$ cat config.mk
export PLATFORM = sky130hd
export DESIGN_NAME = mips_cpu_fetch_decode
export DESIGN_NICKNAME = d
export VERILOG_FILES = /design/src/rtl/mips_cpu_fetch_decode.sv
export SDC_FILE = /design/constraint.sdc
export NUM_CORES = 1
export LEC_CHECK = 0
export CAP_MARGIN = 15
export CELL_PAD_IN_SITES_DETAIL_PLACEMENT = 0
export CELL_PAD_IN_SITES_GLOBAL_PLACEMENT = 1
export CORE_MARGIN = 4
export CORE_UTILIZATION = 33
export DETAILED_ROUTE_END_ITERATION = 12
export PLACE_DENSITY = 0.88
export SLEW_MARGIN = 20
export SYNTH_ARGS = -nofsm -noshare
export SYNTH_HDL_FRONTEND = slang
export SYNTH_SLANG_ARGS = --single-unit
$ cat constraint.sdc
create_clock -name clk -period 8.9 [get_ports clk]
set_input_delay 2.67 -clock clk [delete_from_list [all_inputs] [get_ports clk]]
set_output_delay 2.67 -clock clk [all_outputs]
set_load 0.03 [all_outputs]
$ cat src/rtl/mips_cpu_fetch_decode.sv
// mips_cpu_fetch_decode: MIPS fetch/decode front end with Avalon read port, branch-delay slot and halt-on-PC==0
module mips_cpu_fetch_decode #(
   parameter logic [31:0] RESET_VECTOR = 32'hBFC00000,
   parameter bit          BYTE_SWAP    = 1'b1
) (
   input  logic        clk,
   input  logic        reset,
   output logic [31:0] address,
   output logic        read,
   input  logic        waitrequest,
   input  logic [31:0] readdata,
   output logic        instr_valid,
   input  logic        instr_ready,
   output logic [31:0] pc_out,
   output logic [5:0]  opcode,
   output logic [5:0]  funct,
   output logic [4:0]  rs_addr,
   output logic [4:0]  rt_addr,
   output logic [4:0]  rd_addr,
   output logic [4:0]  shamt,
   output logic [15:0] immediate,
   output logic [25:0] target,
   input  logic        pc_load,
   input  logic [31:0] pc_load_value,
   output logic        active
);
   localparam logic [1:0] FETCH  = 2'd0;
   localparam logic [1:0] HOLD   = 2'd1;
   localparam logic [1:0] HALTED = 2'd2;
   logic [1:0]  state;
   logic [31:0] pc;
   logic [31:0] ir;
   logic [31:0] fetched;
   logic [31:0] next_pc;
   logic [31:0] pending_pc;
   logic        pending;
   // Bus side, fetched word ordering and the pc that follows the held instruction
   always_comb begin
      fetched = BYTE_SWAP ? {readdata[7:0], readdata[15:8], readdata[23:16], readdata[31:24]} : readdata;
      next_pc = pending ? pending_pc : pc + 32'd4;
      read = state == FETCH && !reset;
      address = pc;
      pc_out = pc;
      instr_valid = state == HOLD;
   end
   // Field split of the held instruction
   always_comb begin
      opcode = ir[31:26];
      rs_addr = ir[25:21];
      rt_addr = ir[20:16];
      rd_addr = ir[15:11];
      shamt = ir[10:6];
      funct = ir[5:0];
      immediate = ir[15:0];
      target = ir[25:0];
   end
   // Fetch/hold sequencing; a taken branch is parked until its delay slot has been handed off
   always_ff @(posedge clk) begin
      if (reset) begin
         state <= FETCH;
         pc <= RESET_VECTOR;
         ir <= '0;
         pending <= 1'b0;
         pending_pc <= '0;
         active <= 1'b1;
      end else if (state == FETCH) begin
         if (!waitrequest) begin
            ir <= fetched;
            state <= HOLD;
         end
      end else if (state == HOLD && instr_ready) begin
         pending <= !pending && pc_load;
         if (!pending && pc_load)
            pending_pc <= {pc_load_value[31:2], 2'b00};
         if (next_pc == '0) begin
            state <= HALTED;
            active <= 1'b0;
         end else begin
            pc <= next_pc;
            state <= FETCH;
         end
      end
   end
endmodule
==> results of run 1 <==
## worst min-delay path, delay by kind of cell (launching register included)
family	cells	cell delay (ps)
compound gates	1	50
flops	1	300
simple gates	1	50
## routing by layer
layer / routed length [um] / track usage, %
met2: 7470 / 26.4
met4: 225 / 5.38
met3: 1540 / 5.33
met1: 7260 / 22.9
met5: 0 / 0
## Yosys cell counts (5+ instances only)
cell type and count:
o21ai_0 12, buf_4 78, nor4_1 10, dfxtp_1 98
o21ai_1 7, nand3_1 19, nand2_1 151, nor2_1 37
and4_1 5, nor3_1 13, clkbuf_8 7, mux2_2 5
o211ai_1 5, mux2i_1 12, o31ai_1 5, a21oi_1 84
inv_1 13, xnor2_1 14, clkbuf_1 31, nand4_1 16
and3_1 8
## final cells by class
type	instances	share of cell area, %
inverters	13	0.665
clock inverters	3	0.204
well taps	220	3.75
repair buffers	212	28.7
flip-flops and latches	98	26.7
clock buffers	12	3.49
multi-input cells	476	36.5
## sequential cells by signal, indices dropped and copies added (netlist names)
register and cells:
pending_pc 30, address 32, ir 32, active 1, pending 1, state 2
## worst max-delay path by stage
stage               startpoint  cells after the start  endpoint  slack (ps)
finish                   reset                      3      read        2520
global route             reset                      3      read        2470
CTS                      reset                      3      read        2500
detailed placement       reset                      3      read        2520
global placement         reset                      3      read        2530
floorplan                reset                      2      read        2720
## stage by stage
stage          util, %  power (mW)  worst slack (ps)
6_report          44.4        1.04              2520
4_1_cts           44.4        1.06              2500
5_1_grt           44.4        1.09              2470
3_3_place_gp      42.8       0.685              2530
3_5_place_dp      42.8       0.686              2520
2_1_floorplan        -       0.610              2720
## logic make-up (layout without fill, tap and decap cells)
logic type                 Yosys count  after routing  share of synthesized area [%]
AOI/OAI and AO/OA                  148            148                           16.3
xor gates and xnor gates            18             18                           2.84
adders and majority gates            1              1                          0.225
buffers and inverters              138            240                           16.7
DFF                                 98             98                           35.3
muxes                               17             17                           3.17
and+or+nand+nor                    292            292                           25.5
## power by group through the flow
| stage | logic (mW) | clock network (mW) | registers [mW] |
|---|---|---|---|
| finish | 0.204 | 0.368 | 0.472 |
| global placement | 0.204 | 0 | 0.481 |
| CTS | 0.206 | 0.380 | 0.472 |
| global route | 0.218 | 0.399 | 0.474 |
| detailed placement | 0.205 | 0 | 0.482 |
| floorplan | 0.112 | 0 | 0.499 |
==> run summary, run 1 <==
The flow ran to the end, and the final reports show no timing, DRC or antenna violations. Adding up every negative setup slack in the final design gives 0 ps. Worst-margin pin slew: 1070 ps. The run gives 782 as the net count of the mapped netlist.

The number of antenna violations at the first check in global routing is 0. The via count of the first global-routing pass is 4789, and the achievable clock frequency is 0.157 GHz. The count of warnings emitted by yosys was 0; the time the worst path needs with I/O delays and setup was 6380 ps. Global routing used 17.1% of the available tracks across all layers. The proportion of register bits with asynchronous set or reset after synthesis came out at 0%. Sequential cells were found to cover 35.3% of the synthesized design area. The routed layout has 5256 vias.

Biggest area consumer among synthesized cells: dfxtp_1. The number of buffers and inverters on the critical path is 2. The startpoint identified for the worst hold timing path is pending_pc[26]. In this run the cell area measured after placement is 7070 um2.

For this configuration, the core starts out at a cell density of 33.6%. Max-cap violations in this run came to 0. The first global-routing pass estimated 25600 um of wire. The critical path goes through buf_2 -> nor3_1 -> clkdlybuf4s50_1. Die boundary height: 138 um. In this run, flip-flops and latches consume 45.2% of the power. Data on the critical path is required at its endpoint by 6230 ps. Clock latency on the worst-skew pair, taken at its later pin, is 350 ps.

In the synthesized netlist, the number of instances is 712. The area share of the largest cell type after synthesis was 35.3%. The register bit count reported by yosys came out at 98. Of all nets on the critical path, the largest fanout is 7. The tools report the critical path capture point type as an output pin. Port buffering added 207 buffers. The worst hold path depth was 2; the footprint of the flip-flops and latches was 1960 um2. The minimum setup slack among reg-to-reg paths is 4620 ps.

In the layout the commonest cells are clkdlybuf4s50_1 (206), nand2_1 (151), dfxtp_1 (97). Headroom to the max-slew limit came out at 28.2%. The clock network is responsible for 35.3% of the overall power. The path class of the lowest-slack min-delay path was flip-flop to flip-flop. The run gives 19000 um2 as the die footprint.

Once detailed placement completed, the half-perimeter wirelength came to 12000 um. On the final layout, the worst clock skew is 8.00 ps. The maximum level of the CTS H-tree is 3. Using the TritonRoute via totals, the vias-per-cell ratio works out to 5.08.

The repair_antennas step left the layout with diodes totalling 0. The slowest stage of the critical path is the clkdlybuf4s50_1 cell. For the worst setup path, the data arrival time is 3710 ps.

In this run, synthesis inferred 0 flip-flops with an integrated enable. In this run the remaining antenna-violating nets after routing total 0. Grouping stages by cell kind, the critical path spends the most delay in buffers and inverters. The tools report the kind of start point of the critical path as a primary input. Summed over all layers, the global routing overflow is 0. For this design, the CTS-stage hold fixing added 0 buffers. After clock tree synthesis, the clock-pin slew on the worst setup and hold paths is 60 ps.

Proportion of layout cells with a drive suffix above 1: 6.63%. The maximum number of pins on one net before global-route repair was 90; the final period utilization was 71.7%. For this design the ratio of total power to cell area is 142 nW/um2. For this run, the slowest stage of the critical path takes 730 ps. For the net count of the finished layout, the log shows 880. For this run, the leading register cell type out of synthesis is dfxtp_1. Number of hold violations in the final report: 0.

Summing every instance area after synthesis gives 5560 um2. Hold timing on the final database bottoms out at a slack of 448 ps. Each instance of the synthesized netlist takes up on average 7.81 um2.

The internal power component was 0.747 mW. The root buffer cell is clkbuf_16. The final count of pins violating max slew came out at 0. Leaving out fill and tap cells, the most frequent cell in the layout is clkdlybuf4s50_1. For the detailed-router iteration count before antenna repair, the log shows 5. The total leakage power was 2.55 nW. In this run switching power makes up 28.4% of total power.

In this run, distinct cell masters in the synthesized netlist total 75. The logs give 7340 um2 for the post-layout instance area and 1034 for the non-filler instance count after layout. The multi-input combinational cells in the finished layout cover a total of 2680 um2.

After clock tree synthesis, the setup repair step added 0 buffers. The weighted congestion reported at the end of routability-driven placement was 0.846. The longest clock path from root to sink contains 2 buffers. Counting the fill cells in the layout gives 1650.

Measured along the x axis, the die boundary spans 138 um. After detailed routing, the average wire length per cell comes to 16.0 um. For the number of instances resized during post-cts repair, the log shows 0.

Yosys attributes the largest share of cell area to dfxtp_1 (35%), buf_4 (11%), nand2_1 (10%), a21oi_1 (7.6%), nor2_1 (2.5%). Depth of the worst register-to-register path: 9. For this run, design rule violations remaining after detail routing come to 0. The logs give 0.297 mW for the switching power of the nets and 9 for the number of clock buffers inserted by TritonCTS. Terminus of the critical flop-to-flop path: address[31]. The floorplan has 47 rows. The path with the worst hold slack has its endpoint at pending_pc[26]. For this block, the routed nets add up to 16500 um of wire. For the maximum vdd ir drop, the log shows 0.0000802 V.

Including well taps, the total number of placed cells is 1019. TritonCTS built the clock tree. The tools report the placeable core area as 16500 um2. The worst setup path is of the primary input to output pin kind.

Area growth from synthesis to final layout: 32.1%. Setup repair after global routing left no endpoint under its margin. The worst register-to-register path begins at address[6]. The detailed router finished its first iteration with 468 violations. The tree built by TritonCTS fans out to 98 sinks.

Combinational cells account for 19.5% of the total power. The run gives 210 as the number of ports placed on the die boundary. Setup violations remaining at the end of the flow were counted as 0.
No activity file was read; power rests on OpenSTA's default activity.
==> inputs of run 2 (changes only) <==
Settings changed: CORE_UTILIZATION 33 to 29, PLACE_DENSITY 0.88 to 0.82.
Clock period 8.9 ns to 5.63 ns, I/O delays scaled along.
==> run summary, run 2 (same netlist as run 1, synthesis figures left out) <==
The number of hold buffers added after CTS was 0. Cells with a size suffix above 1 make up 6.97% of the layout. The category of cells accounting for the largest share of critical-path delay is buffers and inverters. Buffers placed on the I/O ports in this run total 207.

In this run the worst hold path is classified as flip-flop to flip-flop. For this configuration, the core starts out at a cell density of 29.6%. The first routing iteration left 510 violations. Relative to the synthesized area, the layout overhead comes to 32.9%.

The flow ran to the end, and the final reports show no timing, DRC or antenna violations. The first detailed-routing pass ran for 5 iterations. From bottom edge to top edge, the die measures 146 um. Total number of vias: 5229. The later pin in the worst-skew pair is clocked with a latency of 350 ps. After detailed routing, the number of remaining DRC violations is 0. Wires add up to 17200 um. Setup violations remaining at the end of the flow were counted as 0. TritonCTS built the clock tree.

Post-layout instance area: 7390 um2. 0 antenna diodes ended up in the layout. The core region is 18800 um2.

The top fanout value on the critical path came out at 2. Dividing the detail-routed wire length by the instance count gives 16.3 um. For this design, the sink count on the clock tree is 98.

For the worst setup path, the data required time is 3940 ps. For the number of hold violations in the final report, the log shows 0. Global routing used 15.5% of the available tracks. The tool flagged a number of max-cap violations equal to 0. The power density relative to cell area is 224 nW/um2, and the final period utilization is 78.1%. The longest clock path from root to sink contains 2 buffers. The worst-case IR drop observed on VDD is 0.000129 V. Once detailed placement completed, the half-perimeter wirelength came to 12300 um.

The normalized max-slew margin came out at 30.6%. The maximum level of the CTS H-tree was 3. Floorplan die width: 146 um. In the layout the commonest cells are clkdlybuf4s50_1 (206), nand2_1 (151), dfxtp_1 (97).

The total overflow left after global routing is 0. In this run the remaining antenna-violating nets after routing total 0. After clock tree synthesis, the setup repair step added 0 buffers. The delay of the slowest critical-path stage works out to 720 ps.

Static timing analysis puts the maximum clock frequency at 0.227 GHz. Hold is met by 455 ps. The tools report the final count of pins violating max slew as 0.

Traced cell by cell, the critical path runs through buf_2 -> nor3_1 -> clkdlybuf4s50_1. Clock tree synthesis selected as its root buffer the cell clkbuf_16. The run gives 2710 ps as the critical path arrival. STA classifies the critical path startpoint as a primary input. STA classifies the critical path endpoint as an output pin.

In this run the static leakage power is 2.56 nW. The ratio of routed vias to standard cells was 4.97; the placement row count was 50. 210 I/O pins were placed.

The number of antenna violations at the first check in global routing came out at 0. The via count of the first global-routing pass was 4935. The final layout contains 884 nets. At the pin with the least slew margin, the transition time is 1030 ps. The clock skew after layout was 9.82 ps; the time the worst path needs with I/O delays and setup was 4400 ps. Buffers inserted during clock tree synthesis total 9. Summed over all failing endpoints, the final setup total negative slack is 0 ps. Setup repair after global routing left no endpoint under its margin.

Most common cell after layout, fill and taps aside: clkdlybuf4s50_1. Critical path class: primary input to output pin. The logs give 21400 um2 for the die footprint and 1961 for the number of fill cells. After clock tree synthesis, the clock-pin slew on the worst setup and hold paths is 60 ps. Slowest cell on the critical path: clkdlybuf4s50_1.

In this run, post-CTS repair resized a total of 0 instances. Entering global routing, the biggest net connects 77 pins. Routability-driven placement finished with a final weighted congestion of 0.904. The critical path contains buffers and inverters numbering 2 combined.

The first global-routing pass estimated 27000 um of wire. The cell area after placement is 7110 um2.
## run 2: path summary, 6_finish.rpt
kind / start / endpoint / slack (ps) / cells after the start
setup / recovery: reset / read / 1230 / 3
hold / removal: pending_pc[26] / pending_pc[26] / 460 / 2
hold reg to reg: pending_pc[26] / pending_pc[26] / 460 / 2
setup reg to reg: address[6] / address[31] / 1370 / 9
## run 2: power breakdown
group	switching, mW	internal [mW]
logic	0.180	0.145
clock network	0.264	0.320
registers	0.0280	0.718
total	0.472	1.18
## run 2: area by class of cell
class	instances	area (um2)	share of cell area (%)
Timing Repair Buffer	216	2130	28.9
Tap cell	234	293	3.96
Multi-Input combinational cell	476	2680	36.2
Clock inverter	3	15.0	0.203
Clock buffer	12	256	3.47
Sequential cell	98	1960	26.6
Inverter	13	48.8	0.661
## run 2: through the flow
stage                     instances  worst slack, ps  power, mW  utilization (%)
after floorplan                 712             1410      0.965                -
after global placement         1037             1250       1.09             37.9
after detailed placement       1037             1230       1.09             37.9
after CTS                      1052             1210       1.68             39.4
after global routing           1052              935       1.73             39.4
final                          1052             1230       1.65             39.4
## run 2: routing by layer
| layer | share of wire (%) | track usage [%] | wire length (um) | up-vias |
|---|---|---|---|---|
| met5 | 0 | 0 | 0 | - |
| met4 | 2.0 | 5.03 | 341 | 0 |
| met3 | 8.6 | 5.18 | 1480 | 26 |
| met2 | 45 | 23.2 | 7670 | 211 |
| met1 | 45 | 21.0 | 7670 | 2401 |
| li1 | - | - | - | 2591 |
## run 2: worst reg2reg max path, stage by stage, from the launching register on
cell,delay (ps)
dfxtp_1,510
nand3_1,400
nor4_1,990
nand4_1,320
xor2_1,250
o2111ai_2,130
nor4b_2,500
a21o_4,500
mux2_2,410
a211oi_1,170
==> inputs of run 3 (changes only) <==
Clock period 5.63 ns to 3.54 ns, I/O delays scaled along.
==> run summary, run 3 (same netlist as run 1, synthesis figures left out) <==
The run finished with clean final reports. The tools report the clock skew after layout as 7.40 ps. Dividing the final minimum period by the clock period gives 94.9%. For the number of setup buffers added after CTS, the log shows 0. The maximum level of the CTS H-tree was 3; the proportion of layout cells with a drive suffix above 1 was 10.8%. The first global-routing pass estimated 27300 um of wire.

The initial core utilization is 29.6%. Data on the critical path arrives at its endpoint at 3620 ps. In this run the static leakage power is 2.72 nW. Once routing completed, OpenROAD measured the worst setup slack at 181 ps. The core region is 18800 um2. The max-capacitance violation count was 0; the top fanout value on the critical path was 17. Die boundary height: 146 um. The run gives 1068 as the number of cells in the design after placement. The maximum root-to-sink buffer count is 2, and the number of hold violations in the final report is 0. For this design the top-level I/O count stands at 210.

Measured along the x axis, the die boundary spans 146 um. IR analysis of the VDD net gives a maximum drop of 0.000224 V. The clock slew at the register clock pins of the worst setup and hold paths was 70 ps; the placement row count was 50. The all-layer global routing usage was 15.8%. For this run, the share of the core covered by cells in the final layout is 40.7%.

In this run the clock root is driven by a clkbuf_16. After detailed routing, the average wire length per cell comes to 16.0 um. The worst setup path is captured at a flip-flop. The top cell types in the final layout, fill and taps aside, are clkdlybuf4s50_1 (206), nand2_1 (151), dfxtp_1 (97). The run gives 0.931 as the weighted congestion reported at the end of routability-driven placement. The net count of the finished layout is 915.

STA puts the critical path data required time at 3800 ps. The most common cell after layout, fill and taps aside was clkdlybuf4s50_1. The tightest min-delay check is of the flip-flop to flip-flop type. Pre-CTS setup slack: 161 ps. After detailed routing, the total wire length is 17400 um.

The non-filler instance count after layout came out at 1084. Counting the fill cells in the layout gives 1929. Ratio of routed vias to standard cells: 4.90. The normalized max-slew margin came out at 58.6%. The number of port buffers was 207; the achievable clock frequency was 0.298 GHz.

The die covers 21400 um2. The tools report the final count of pins violating max slew as 0. Critical path class: flip-flop to flip-flop. Compared with the post-synthesis result, the final layout area differs by 37.6%. The worst setup path is launched from a flip-flop. The tools report the via count of the first global-routing pass as 4924. Clock tree synthesis found a total of 98 sinks. The half-perimeter wire length of the detailed placement result is 13000 um, and the clock network latency to the later pin of the worst-skew pair is 350 ps. The overall overflow remaining after global route was 0; the power density relative to cell area was 348 nW/um2. After clock tree synthesis, the repair step resized 0 gates.

Setup violations remaining at the end of the flow were counted as 0. The number of antenna repair diodes is 0, and the worst-margin pin slew is 622 ps. The tools report the detailed-router iteration count before antenna repair as 5. The count of nets left with antenna violations once routing finished came out at 0. For this block, the initial DRC count from the detailed router was 402. Number of clock buffers inserted by TritonCTS: 9.

TritonCTS built the clock tree. The total number of vias was 5313; the summed negative setup slack over all endpoints was 0 ps. After detailed routing, the number of remaining DRC violations is 0. The tools report the number of antenna violations at the first check in global routing as 0. Time the worst path needs with I/O delays and setup: 3360 ps. Setup repair after global routing left no endpoint under its margin. The logs give 0 for the hold buffer count at CTS and 55 for the maximum number of pins on one net before global-route repair.
run 3: where the power goes:
part	leakage, nW	internal, mW	switching [mW]	total (mW)
combinational	1.79	0.238	0.290	0.528
sequential	0.798	1.14	0.0435	1.18
clock	0.131	0.496	0.455	0.952
run 3: path summary, 6_finish.rpt:
check,startpoint,to,slack [ps],cells past startpoint
min,ir[28],ir[28],460,2
max reg2reg,address[3],address[18],180,11
min reg2reg,ir[28],ir[28],460,2
max,address[3],address[18],180,11
run 3: per-layer routing:
layer,vias to the layer above,GRT usage (%),routed length (um)
met4,0,4.94,317
li1,2654,-,-
met1,2441,21.4,8000
met5,-,0,0
met3,30,4.75,1320
met2,188,24.0,7730
run 3: layout make-up:
| cell class | count | area, um2 | share of cell area (%) |
|---|---|---|---|
| Sequential cell | 98 | 1960 | 25.7 |
| Multi-Input combinational cell | 476 | 2680 | 35.1 |
| Clock inverter | 6 | 41.3 | 0.540 |
| Inverter | 13 | 48.8 | 0.638 |
| Tap cell | 234 | 293 | 3.83 |
| Timing Repair Buffer | 247 | 2380 | 31.1 |
| Clock buffer | 10 | 239 | 3.12 |
run 3: critical path, stage by stage, from the launching register on:
cell and delay [ps]:
dfxtp_1 390, ha_1 280, and3_1 220, and4_4 190, or4_2 540, a32oi_1 290, o2111ai_2 250, nor4_4 360
a21o_4 260, buf_12 170, nor2_2 70, a221oi_2 250
run 3: metrics by stage:
step / hold slack, ps / power (mW) / cell area [um2]
final: 455 / 2.66 / 7650
after global routing: 472 / 2.79 / 7650
after CTS: 459 / 2.70 / 7640
after detailed placement: 448 / 1.74 / 7360
after global placement: 442 / 1.74 / 7360
after floorplan: 431 / 1.53 / 5560
